`src/rtl/seg_bus_rx.sv`:
```
// seg_bus_rx: debounces a multiplexed active-low seven-segment bus and decodes it into hex nibbles on a valid/ready output.
// Optional macro SEG_RX_DP_EN: include the decimal point in the stability compare and report it on out_dp.
module seg_bus_rx #(
    parameter int NUM_SEG    = 6,
    parameter int STABLE_CYC = 4
) (
    input  logic                   clk,
    input  logic                   rst,
    input  logic [NUM_SEG*8-1:0]   seg_in,
    input  logic                   out_ready,
    output logic                   out_valid,
    output logic [NUM_SEG*4-1:0]   out_digits,
    output logic [NUM_SEG-1:0]     out_dp,
    output logic [NUM_SEG-1:0]     out_err,
    output logic                   overrun
);

    localparam int CW = $clog2(STABLE_CYC + 1);
    localparam logic [CW-1:0] CNT_TOP = CW'(STABLE_CYC - 1);
`ifdef SEG_RX_DP_EN
    localparam logic [7:0] DIG_MASK = 8'hFF;
`else
    localparam logic [7:0] DIG_MASK = 8'h7F;
`endif
    localparam logic [NUM_SEG*8-1:0] BUS_MASK = {NUM_SEG{DIG_MASK}};

    typedef enum logic {SETTLE, STABLE} state_t;

    state_t                  state_q, state_d;
    logic [CW-1:0]           cnt_q, cnt_d;
    logic [NUM_SEG*8-1:0]    smp_q, smp_d;
    logic [NUM_SEG*8-1:0]    last_q, last_d;
    logic                    last_vld_q, last_vld_d;
    logic                    out_valid_q, out_valid_d;
    logic [NUM_SEG*4-1:0]    digits_q, digits_d;
    logic [NUM_SEG-1:0]      err_q, err_d;
    logic                    overrun_q, overrun_d;

    logic                    match;
    logic                    stable_hit;
    logic                    emit_new;
    logic                    xfer;
    logic                    load;
    logic [NUM_SEG*4-1:0]    dec_digits;
    logic [NUM_SEG-1:0]      dec_err;
    logic [4:0]              dec_word [NUM_SEG];

    // Returns {err, nibble}; unknown patterns (blank included) decode to 0 with err set.
    function automatic logic [4:0] dec_digit(input logic [6:0] p);
        logic [4:0] r;
        unique case (p)
            7'h40:   r = 5'h00;
            7'h79:   r = 5'h01;
            7'h24:   r = 5'h02;
            7'h30:   r = 5'h03;
            7'h19:   r = 5'h04;
            7'h12:   r = 5'h05;
            7'h02:   r = 5'h06;
            7'h78:   r = 5'h07;
            7'h00:   r = 5'h08;
            7'h10:   r = 5'h09;
            7'h08:   r = 5'h0A;
            7'h03:   r = 5'h0B;
            7'h46:   r = 5'h0C;
            7'h21:   r = 5'h0D;
            7'h06:   r = 5'h0E;
            7'h0E:   r = 5'h0F;
            default: r = 5'h10;
        endcase
        return r;
    endfunction

    for (genvar gi = 0; gi < NUM_SEG; gi++) begin : g_dec
        assign dec_word[gi]          = dec_digit(smp_q[8*gi +: 7]);
        assign dec_digits[4*gi +: 4] = dec_word[gi][3:0];
        assign dec_err[gi]           = dec_word[gi][4];
    end

    assign smp_d = seg_in;
    assign match = ((seg_in ^ smp_q) & BUS_MASK) == '0;

    // State register
    always_ff @(posedge clk) begin
        if (rst) begin
            state_q <= SETTLE;
            cnt_q   <= '0;
        end else begin
            state_q <= state_d;
            cnt_q   <= cnt_d;
        end
    end

    // Next-state logic
    always_comb begin
        state_d    = state_q;
        cnt_d      = cnt_q;
        stable_hit = 1'b0;
        unique case (state_q)
            SETTLE: begin
                if (!match) begin
                    cnt_d = '0;
                end else if (cnt_q >= CNT_TOP) begin
                    state_d    = STABLE;
                    stable_hit = 1'b1;
                end else if (cnt_q != '1) begin
                    cnt_d = cnt_q + CW'(1);
                end
            end
            STABLE: begin
                if (!match) begin
                    state_d = SETTLE;
                    cnt_d   = '0;
                end
            end
            default: begin
                state_d = SETTLE;
                cnt_d   = '0;
            end
        endcase
    end

    // Output logic: emission, handshake and overrun
    always_comb begin
        emit_new    = stable_hit && !(last_vld_q && ((smp_q & BUS_MASK) == last_q));
        xfer        = out_valid_q && out_ready;
        load        = emit_new && (!out_valid_q || xfer);
        last_d      = emit_new ? (smp_q & BUS_MASK) : last_q;
        last_vld_d  = last_vld_q | emit_new;
        out_valid_d = load | (out_valid_q & ~xfer);
        overrun_d   = overrun_q | (emit_new & ~load);
        digits_d    = load ? dec_digits : digits_q;
        err_d       = load ? dec_err : err_q;
    end

    always_ff @(posedge clk) begin
        if (rst) begin
            smp_q       <= '1;
            last_q      <= '0;
            last_vld_q  <= 1'b0;
            out_valid_q <= 1'b0;
            digits_q    <= '0;
            err_q       <= '0;
            overrun_q   <= 1'b0;
        end else begin
            smp_q       <= smp_d;
            last_q      <= last_d;
            last_vld_q  <= last_vld_d;
            out_valid_q <= out_valid_d;
            digits_q    <= digits_d;
            err_q       <= err_d;
            overrun_q   <= overrun_d;
        end
    end

`ifdef SEG_RX_DP_EN
    logic [NUM_SEG-1:0] dp_q, dp_d, dec_dp;

    for (genvar gi = 0; gi < NUM_SEG; gi++) begin : g_dp
        assign dec_dp[gi] = ~smp_q[8*gi + 7];
    end

    assign dp_d = load ? dec_dp : dp_q;

    always_ff @(posedge clk) begin
        if (rst) begin
            dp_q <= '0;
        end else begin
            dp_q <= dp_d;
        end
    end

    assign out_dp = dp_q;
`else
    assign out_dp = '0;
`endif

    assign out_valid  = out_valid_q;
    assign out_digits = digits_q;
    assign out_err    = err_q;
    assign overrun    = overrun_q;

endmodule

```
`config.mk`:
```
export PLATFORM = sky130hd
export DESIGN_NAME = seg_bus_rx
export DESIGN_NICKNAME = d
export VERILOG_FILES = /design/src/rtl/seg_bus_rx.sv
export SDC_FILE = /design/constraint.sdc
export NUM_CORES = 1
export LEC_CHECK = 0
export ABC_CLOCK_PERIOD_IN_PS = 2400
export CAP_MARGIN = 20
export CORE_MARGIN = 3
export CORE_UTILIZATION = 50
export CTS_BUF_LIST = sky130_fd_sc_hd__clkbuf_16
export DETAILED_ROUTE_END_ITERATION = 10
export PLACE_DENSITY = 0.8
export SLEW_MARGIN = 25
export SYNTH_ARGS = -nofsm -noshare
export SYNTH_HDL_FRONTEND = slang
export SYNTH_SLANG_ARGS = --single-unit
```
`constraint.sdc`:
```
create_clock -name clk -period 2.4 [get_ports clk]
set_input_delay 0.48 -clock clk [delete_from_list [all_inputs] [get_ports clk]]
set_output_delay 0.48 -clock clk [all_outputs]
set_load 0.005 [all_outputs]
```
* After elaboration in Yosys (flattened, before gate mapping)
Cells that the tools add are included.
** Word-level totals
- Register bits :: 126
- Input bits :: 51
- Output and inout port bits :: 38
- Word-level logic and storage cells :: 146
** Operators by class
- Add/subtract/negate cells :: 1
- Magnitude comparators :: 1
- Eq/ne operators :: 95
- Muxes and demuxes :: 16
- Bitwise logic cells :: 9
- Reductions and logical operators :: 15
** Operators with widths (count)
- $pmux 5 s16 :: 6
- $eq 7x7->1 const B :: 24
- $eq 7x5->1 const B :: 18
- $eq 7x6->1 const B :: 18
- $eq 7x2->1 const B :: 12
- $eq 7x4->1 const B :: 12
- $logic_not 48->1 :: 1
- $xor 47x47->47 :: 1
- $eq 42x42->1 :: 1
- $eq 7x3->1 const B :: 6
- $logic_not 7->1 :: 6
- $mux 3 :: 4
- $ne 3x3->1 const B :: 3
- $pmux 3 s2 :: 1
- $logic_and 1x1->1 :: 4
- $mux 1 :: 4
- $add 3x1->3 const B :: 1
- $ge 3x2->1 const B :: 1
- $not 1->1 :: 3
- $or 1x1->1 :: 3
- $reduce_and 3->1 :: 1
- $and 1x1->1 :: 2
- $logic_not 1->1 :: 2
- $ne 2x2->1 const B :: 1
- other kinds (2) :: 2

* Depth between registers and ports, before layout
Gate-level depths: netlist of the first run.
- Depth in word-level cells :: 9
- Depth in mapped cells :: 9
- Mapped depth without buffers :: 7

* Worst setup path before layout of the first run
No wires, ideal clock.
- Path type :: input to register
- From :: input port seg_in[29]
- To :: register digits_q[0] (netlist: out_digits[0])
- Library setup time :: 121 ps
- Arrival :: 1969 ps
- Data required time :: 2279 ps
- Setup slack :: 309 ps
- Cell stages on the path :: 7
- Path buffers :: 1
- Cells stage by stage :: xor2_1 -> nor4_1 -> nand3_1 -> nor4_4 -> nand3_2 -> buf_6 -> mux2_4
** On the way
- Longest elaborated chain between the ends :: 6
** RTL lines
- from (decl) :: RTL line 9 : input logic [NUM_SEG*8-1:0] seg_in,
- $xor 47x47->47 :: RTL line 80 : assign match = ((seg_in ^ smp_q) & BUS_MASK) == '0;
- $logic_not 48->1 :: RTL line 80
- $mux 1 :: RTL line 100 : if (!match) begin
- $mux 1 :: RTL line 98 : unique case (state_q)
- $logic_and 1x1->1 :: RTL line 124 : emit_new = stable_hit && !(last_vld_q && ((smp_q & BUS_MASK) == last_q));
- $logic_and 1x1->1 :: RTL line 126 : load = emit_new && (!out_valid_q || xfer);
- to (signal assigned) :: RTL line 149 : digits_q <= digits_d;
- to (decl) :: RTL line 35 : logic [NUM_SEG*4-1:0] digits_q, digits_d;
No other way between the ends.
A chain may end at the register's enable or synchronous reset.

* Worst setup path after layout of the first run
- From :: input port seg_in[41]
- To :: register digits_q[20] (netlist: out_digits[20])
Same word-level chain as after synthesis.

==> flow_summary.json, run 1 <==
{
  "worst_pin_slew_ps": 649,
  "crit_path_start_kind": "input pin",
  "report.final.slew_viol_count": 0,
  "clk_pin_slew_ps": 50,
  "worst_ir_drop_vdd_v": 0.000535,
  "nets": 1072,
  "core_area_um2": 15400,
  "critPathRequiredTime_ps": 2700,
  "numCtsBuffers": 17,
  "wl_met2_um": 9260,
  "ff2ff_path_depth": 8,
  "via_per_inst": 5.60,
  "grt_use_total_pct": 22.0,
  "setup_viol": 0,
  "drc": 0,
  "antenna_found_initial": 0,
  "drive_gt1_share_pct": 17.0,
  "skew_ps": 5.54,
  "rows": 45,
  "io_buffers": 76,
  "post-route-period-util_pct": 97.6,
  "die_w_um": 132,
  "grt_max_degree": 71,
  "slew_headroom_pct": 56.7,
  "min_path_cells": 2,
  "cts_tree": "done",
  "clk_latency_ps": 420,
  "p_per_area_nw_per_um2": 551,
  "hold_slack_ps": 312,
  "rsz0062_at_grt": "true",
  "wl_met1_um": 8900,
  "dpl.hpwl_um": 13400,
  "highest_layer": "met4",
  "arrival_ps": 2650,
  "max_freq_mhz": 427,
  "final_cell_mix": "nand2b_1, dfxtp_1, buf_4",
  "synth_enable_flop_cells": 0,
  "crit_path_end_kind": "register",
  "start_util_pct": 51.8,
  "syn-mean-instance-area_um2": 8.36,
  "drtIter0Drc": 816,
  "min_period_ps": 2340,
  "ctsHoldBuffers": 0,
  "cts.root.buffer_cell": "clkbuf_16",
  "grt_pass1_wl_um": 31900,
  "clock_sinks": 121,
  "cp_max_fo": 6,
  "fin_tns_setup_ps": 0,
  "setup_slack_ps": 57.8,
  "die_h_um": 132,
  "hold_viol_final": 0,
  "path_class": "in -> reg",
  "ys_warn_count": 0,
  "r2r_slack_ps": 110,
  "gp_congestion": 0.893,
  "num_antenna_cells": 0,
  "seq_area_frac_synth_pct": 30.3,
  "hp-class": "in -> reg",
  "final_util_pct": 63.5,
  "wirelength_um": 20000,
  "power_mw": 5.40,
  "power.leakage_nw": 4.19,
  "syn_inst": 956,
  "gr-total-overflow": 0,
  "grt_pass1_vias": 6373,
  "cts_buffer_depth": 2,
  "ys_async_sr_fraction_pct": 0,
  "num_vias": 6945,
  "post-place-ws_ps": -450,
  "wire_per_inst_um": 16.1,
  "synthToLayoutAreaGrowth_pct": 22.6,
  "antenna_left": 0,
  "synth_flop_cell": "dfxtp_1",
  "drt-pass1-iter-count": 6,
  "die_area_um2": 17500,
  "run_status": "finished, final reports clean",
  "wl_met3_um": 1200,
  "ys_types": 69,
  "syn_area_um2": 8000,
  "h-tree-depth": 4,
  "ioPinCount": 89,
  "drv_cap": 0,
  "layout_commonest_cell": "nand2b_1",
  "ys_ff_latch": 121
}
through the flow:
stage	area (um^2)	instances
2_1_floorplan	8020	961
3_3_place_gp	9020	1207
3_5_place_dp	9020	1207
4_1_cts	9620	1238
5_1_grt	9800	1241
6_report	9800	1241
cells by family after synthesis:
| group | count (synthesis) | share of synthesized area, % |
|---|---|---|
| and+or+nand+nor | 424 | 31.5 |
| buffers and inverters | 120 | 7.43 |
| muxes | 73 | 10.2 |
| other | 1 | 0.0469 |
| xor gates and xnor gates | 82 | 8.98 |
| AOI/OAI and AO/OA | 132 | 11.0 |
| adders and majority gates | 3 | 0.469 |
| DFF | 121 | 30.3 |
flip-flops by register name, indices dropped and copies added, names as in the netlist:
signal and flops:
out_err 6, last_vld_q 1, state_q 1, overrun 1
smp_q 42, out_digits 24, out_valid 1, cnt_q 3
last_q 42
worst max-delay path: stages:
cell and delay (ps):
clkdlybuf4s50_1 500, xor2_1 190, nor4_2 230, nand4_1 190
nor4b_2 290, nand3_2 130, buf_6 160, clkbuf_16 160
mux2_4 290
area by class of cell:
cell class                 instances  area [um^2]
sequential                       121         2420
tap                              211          264
multi-input combinational        720         5080
fill                            1245         5630
timing repair buffer             142         1380
clock inverter                    14          165
clock buffer                      17          425
inverter                          16         60.1
routing by layer:
metal | vias to the layer above | track usage, %
li1 | 3410 | -
met1 | 3237 | 30.5
met2 | 254 | 34.0
met3 | 44 | 4.26
met4 | 0 | 8.37
met5 | - | 0
cell usage after synthesis, types with 21 or more instances:
library cell  number  area share [%]
nand4_1           22             1.7
o21ai_0           21             1.3
nor2b_1           39             3.1
nor2_1            48             2.3
dfxtp_1          121              30
clkbuf_1          79             3.7
xnor2_1           37             4.1
or2_2             47             3.7
a21oi_1           33             2.1
mux2i_1           56             7.0
nand2b_1         126             9.9
nand2_1           31             1.5
xor2_1            45             4.9
power by group:
part	switching, mW	internal (mW)
clock	0.906	1.70
sequential	0.0414	2.05
combinational	0.382	0.320
total	1.33	4.07
path summary, 6_finish.rpt:
kind / endpoint / from
min: smp_q[3]$_SDFF_PP1_ / seg_in[3]
min reg2reg: state_q$_SDFF_PP0_ / state_q$_SDFF_PP0_
max reg2reg: out_digits[20]$_SDFFE_PP0P_ / smp_q[27]$_SDFF_PP1_
max: out_digits[20]$_SDFFE_PP0P_ / seg_in[41]
repair_timing:
| action | CTS | global route |
|---|---|---|
| pin swaps | 0 | 5 |
| endpoints found under the setup margin | 15 | 71 |
| cloned | 0 | 1 |
| gates resized for setup | 2 | 37 |
| buffers inserted | 0 | 2 |
Power figures use the tool's default switching activity.
==> inputs of run 2 (changes only) <==
SETUP_SLACK_MARGIN = 0.1   (was unset)
==> flow_summary.json, run 2 (synthesized netlist as in run 1, its figures left out) <==
{
  "run_status": "finished, final reports clean",
  "final_cell_mix": "nand2b_1, dfxtp_1, mux2i_1, buf_4, nor2_1",
  "numCtsBuffers": 17,
  "crit_path_start_kind": "input pin",
  "dpl.hpwl_um": 13400,
  "io_buffers": 76,
  "grt_pass1_wl_um": 32300,
  "num_antenna_cells": 0,
  "clk_pin_slew_ps": 50,
  "core_area_um2": 15400,
  "p_per_area_nw_per_um2": 544,
  "rsz0062_at_grt": "true",
  "grt_use_total_pct": 22.3,
  "drive_gt1_share_pct": 18.0,
  "hp-class": "in -> reg",
  "setup_viol": 0,
  "die_h_um": 132,
  "die_w_um": 132,
  "layout_commonest_cell": "nand2b_1",
  "cts_tree": "done",
  "nets": 1074,
  "cts_buffer_depth": 2,
  "cts.root.buffer_cell": "clkbuf_16",
  "worst_ir_drop_vdd_v": 0.000534,
  "wl_met1_um": 8850,
  "slew_headroom_pct": 56.7,
  "drv_cap": 0,
  "critPathSlowestCell": "clkdlybuf4s50_1",
  "num_vias": 7044,
  "wl_met3_um": 1300,
  "grt_pass1_vias": 6445,
  "drt-pass1-iter-count": 6,
  "antenna_left": 0,
  "reg2reg_from": "smp_q[27]$_SDFF_PP1_",
  "die_area_um2": 17500,
  "antenna_found_initial": 0,
  "rows": 45,
  "worst_pin_slew_ps": 650,
  "cp_max_fo": 6,
  "critical_path.cell_chain": "clkdlybuf4s50_1 -> xor2_1 -> nor4_2 -> nand3_1 -> nor4_4 -> nand3_2 -> buf_6 -> clkbuf_16 -> mux2_4",
  "via_per_inst": 5.67,
  "post-place-ws_ps": -450,
  "clk_latency_ps": 420,
  "gp_congestion": 0.893,
  "max_freq_mhz": 434,
  "crit_start": "seg_in[20]",
  "wirelength_um": 20300,
  "crit_path_end_kind": "register",
  "crit_path_max_incr_delay_ps": 430,
  "wl_met2_um": 9500,
  "highest_layer": "met4",
  "grt_max_degree": 71,
  "drtIter0Drc": 768,
  "hold_slack_ps": 311,
  "start_util_pct": 51.8,
  "power.leakage_nw": 4.28,
  "critPathRequiredTime_ps": 2700,
  "clock_sinks": 121,
  "post-route-period-util_pct": 96.0,
  "gr-total-overflow": 0,
  "report.final.slew_viol_count": 0,
  "hold_viol_final": 0,
  "arrival_ps": 2610,
  "skew_ps": 5.54,
  "path_class": "in -> reg",
  "setup_slack_ps": 96.7,
  "h-tree-depth": 4,
  "min-delay-start": "seg_in[3]",
  "drc": 0,
  "min_period_ps": 2300,
  "ioPinCount": 89,
  "synthToLayoutAreaGrowth_pct": 24.2,
  "wire_per_inst_um": 16.3
}
-- run 2: cell types whose count changed in the layout (fill, tap and decap cells not counted), moves of 3 or more --
| cell | change |
|---|---|
| buf_4 | -4 |
| buf_6 | +4 |
| clkdlybuf4s50_1 | -6 |
| dfxtp_1 | -4 |
| dfxtp_2 | +4 |
| dlymetal6s2s_1 | +6 |
| xor2_1 | -3 |
| xor2_2 | +3 |
-- run 2: per-layer routing --
metal	vias up	global-route usage, %
met3	43	4.26
met5	-	0
li1	3413	-
met1	3311	30.8
met2	277	34.5
met4	0	9.01
-- run 2: worst paths after layout --
path                            cells past startpoint                     endpoint  slack (ps)
worst max-delay path                                9  out_digits[20]$_SDFFE_PP0P_         100
worst min-delay path                                2          smp_q[3]$_SDFF_PP1_         310
worst max register to register                      8  out_digits[20]$_SDFFE_PP0P_         120
worst min register to register                      2           overrun$_SDFF_PP0_         470
-- run 2: layout make-up --
class                   count  area (um^2)
clock buffers              17          425
clock inverters            14          165
fillers                  1223         5500
inverters                  16         60.1
multi-input cells         720         5130
flip-flops and latches    121         2430
well taps                 211          264
repair buffers            144         1460
-- run 2: power by group --
| part | switching (mW) | internal, mW |
|---|---|---|
| Clock | 0.896 | 1.70 |
| Sequential | 0.0433 | 2.05 |
| Combinational | 0.385 | 0.321 |
-- run 2: per-stage QoR --
stage          std cells  utilization (%)  total power, mW  instance area (um^2)  TNS [ps]
5_1_grt             1243             64.4             5.58                  9930         0
4_1_cts             1239             62.7             5.40                  9670         0
3_3_place_gp        1207             58.5             2.80                  9020    -28460
6_report            1243             64.4             5.40                  9930         0
2_1_floorplan        961                -             2.57                  8020         0
3_5_place_dp        1207             58.5             2.81                  9020    -31080
-- run 2: worst max-delay path, delay by kind of cell --
kind / cells / cell delay (ps)
buf+inv: 3 / 760
mux: 1 / 290
simple gates: 4 / 910
xor+xnor: 1 / 160
-- run 2: what timing repair did --
action / in CTS / in global routing
hold buffers: 0 / 0
resized for setup: 6 / 57
pin swaps: 0 / 8
gates cloned: 1 / 1
buffers inserted: 0 / 3
setup endpoints to repair: 71 / 74
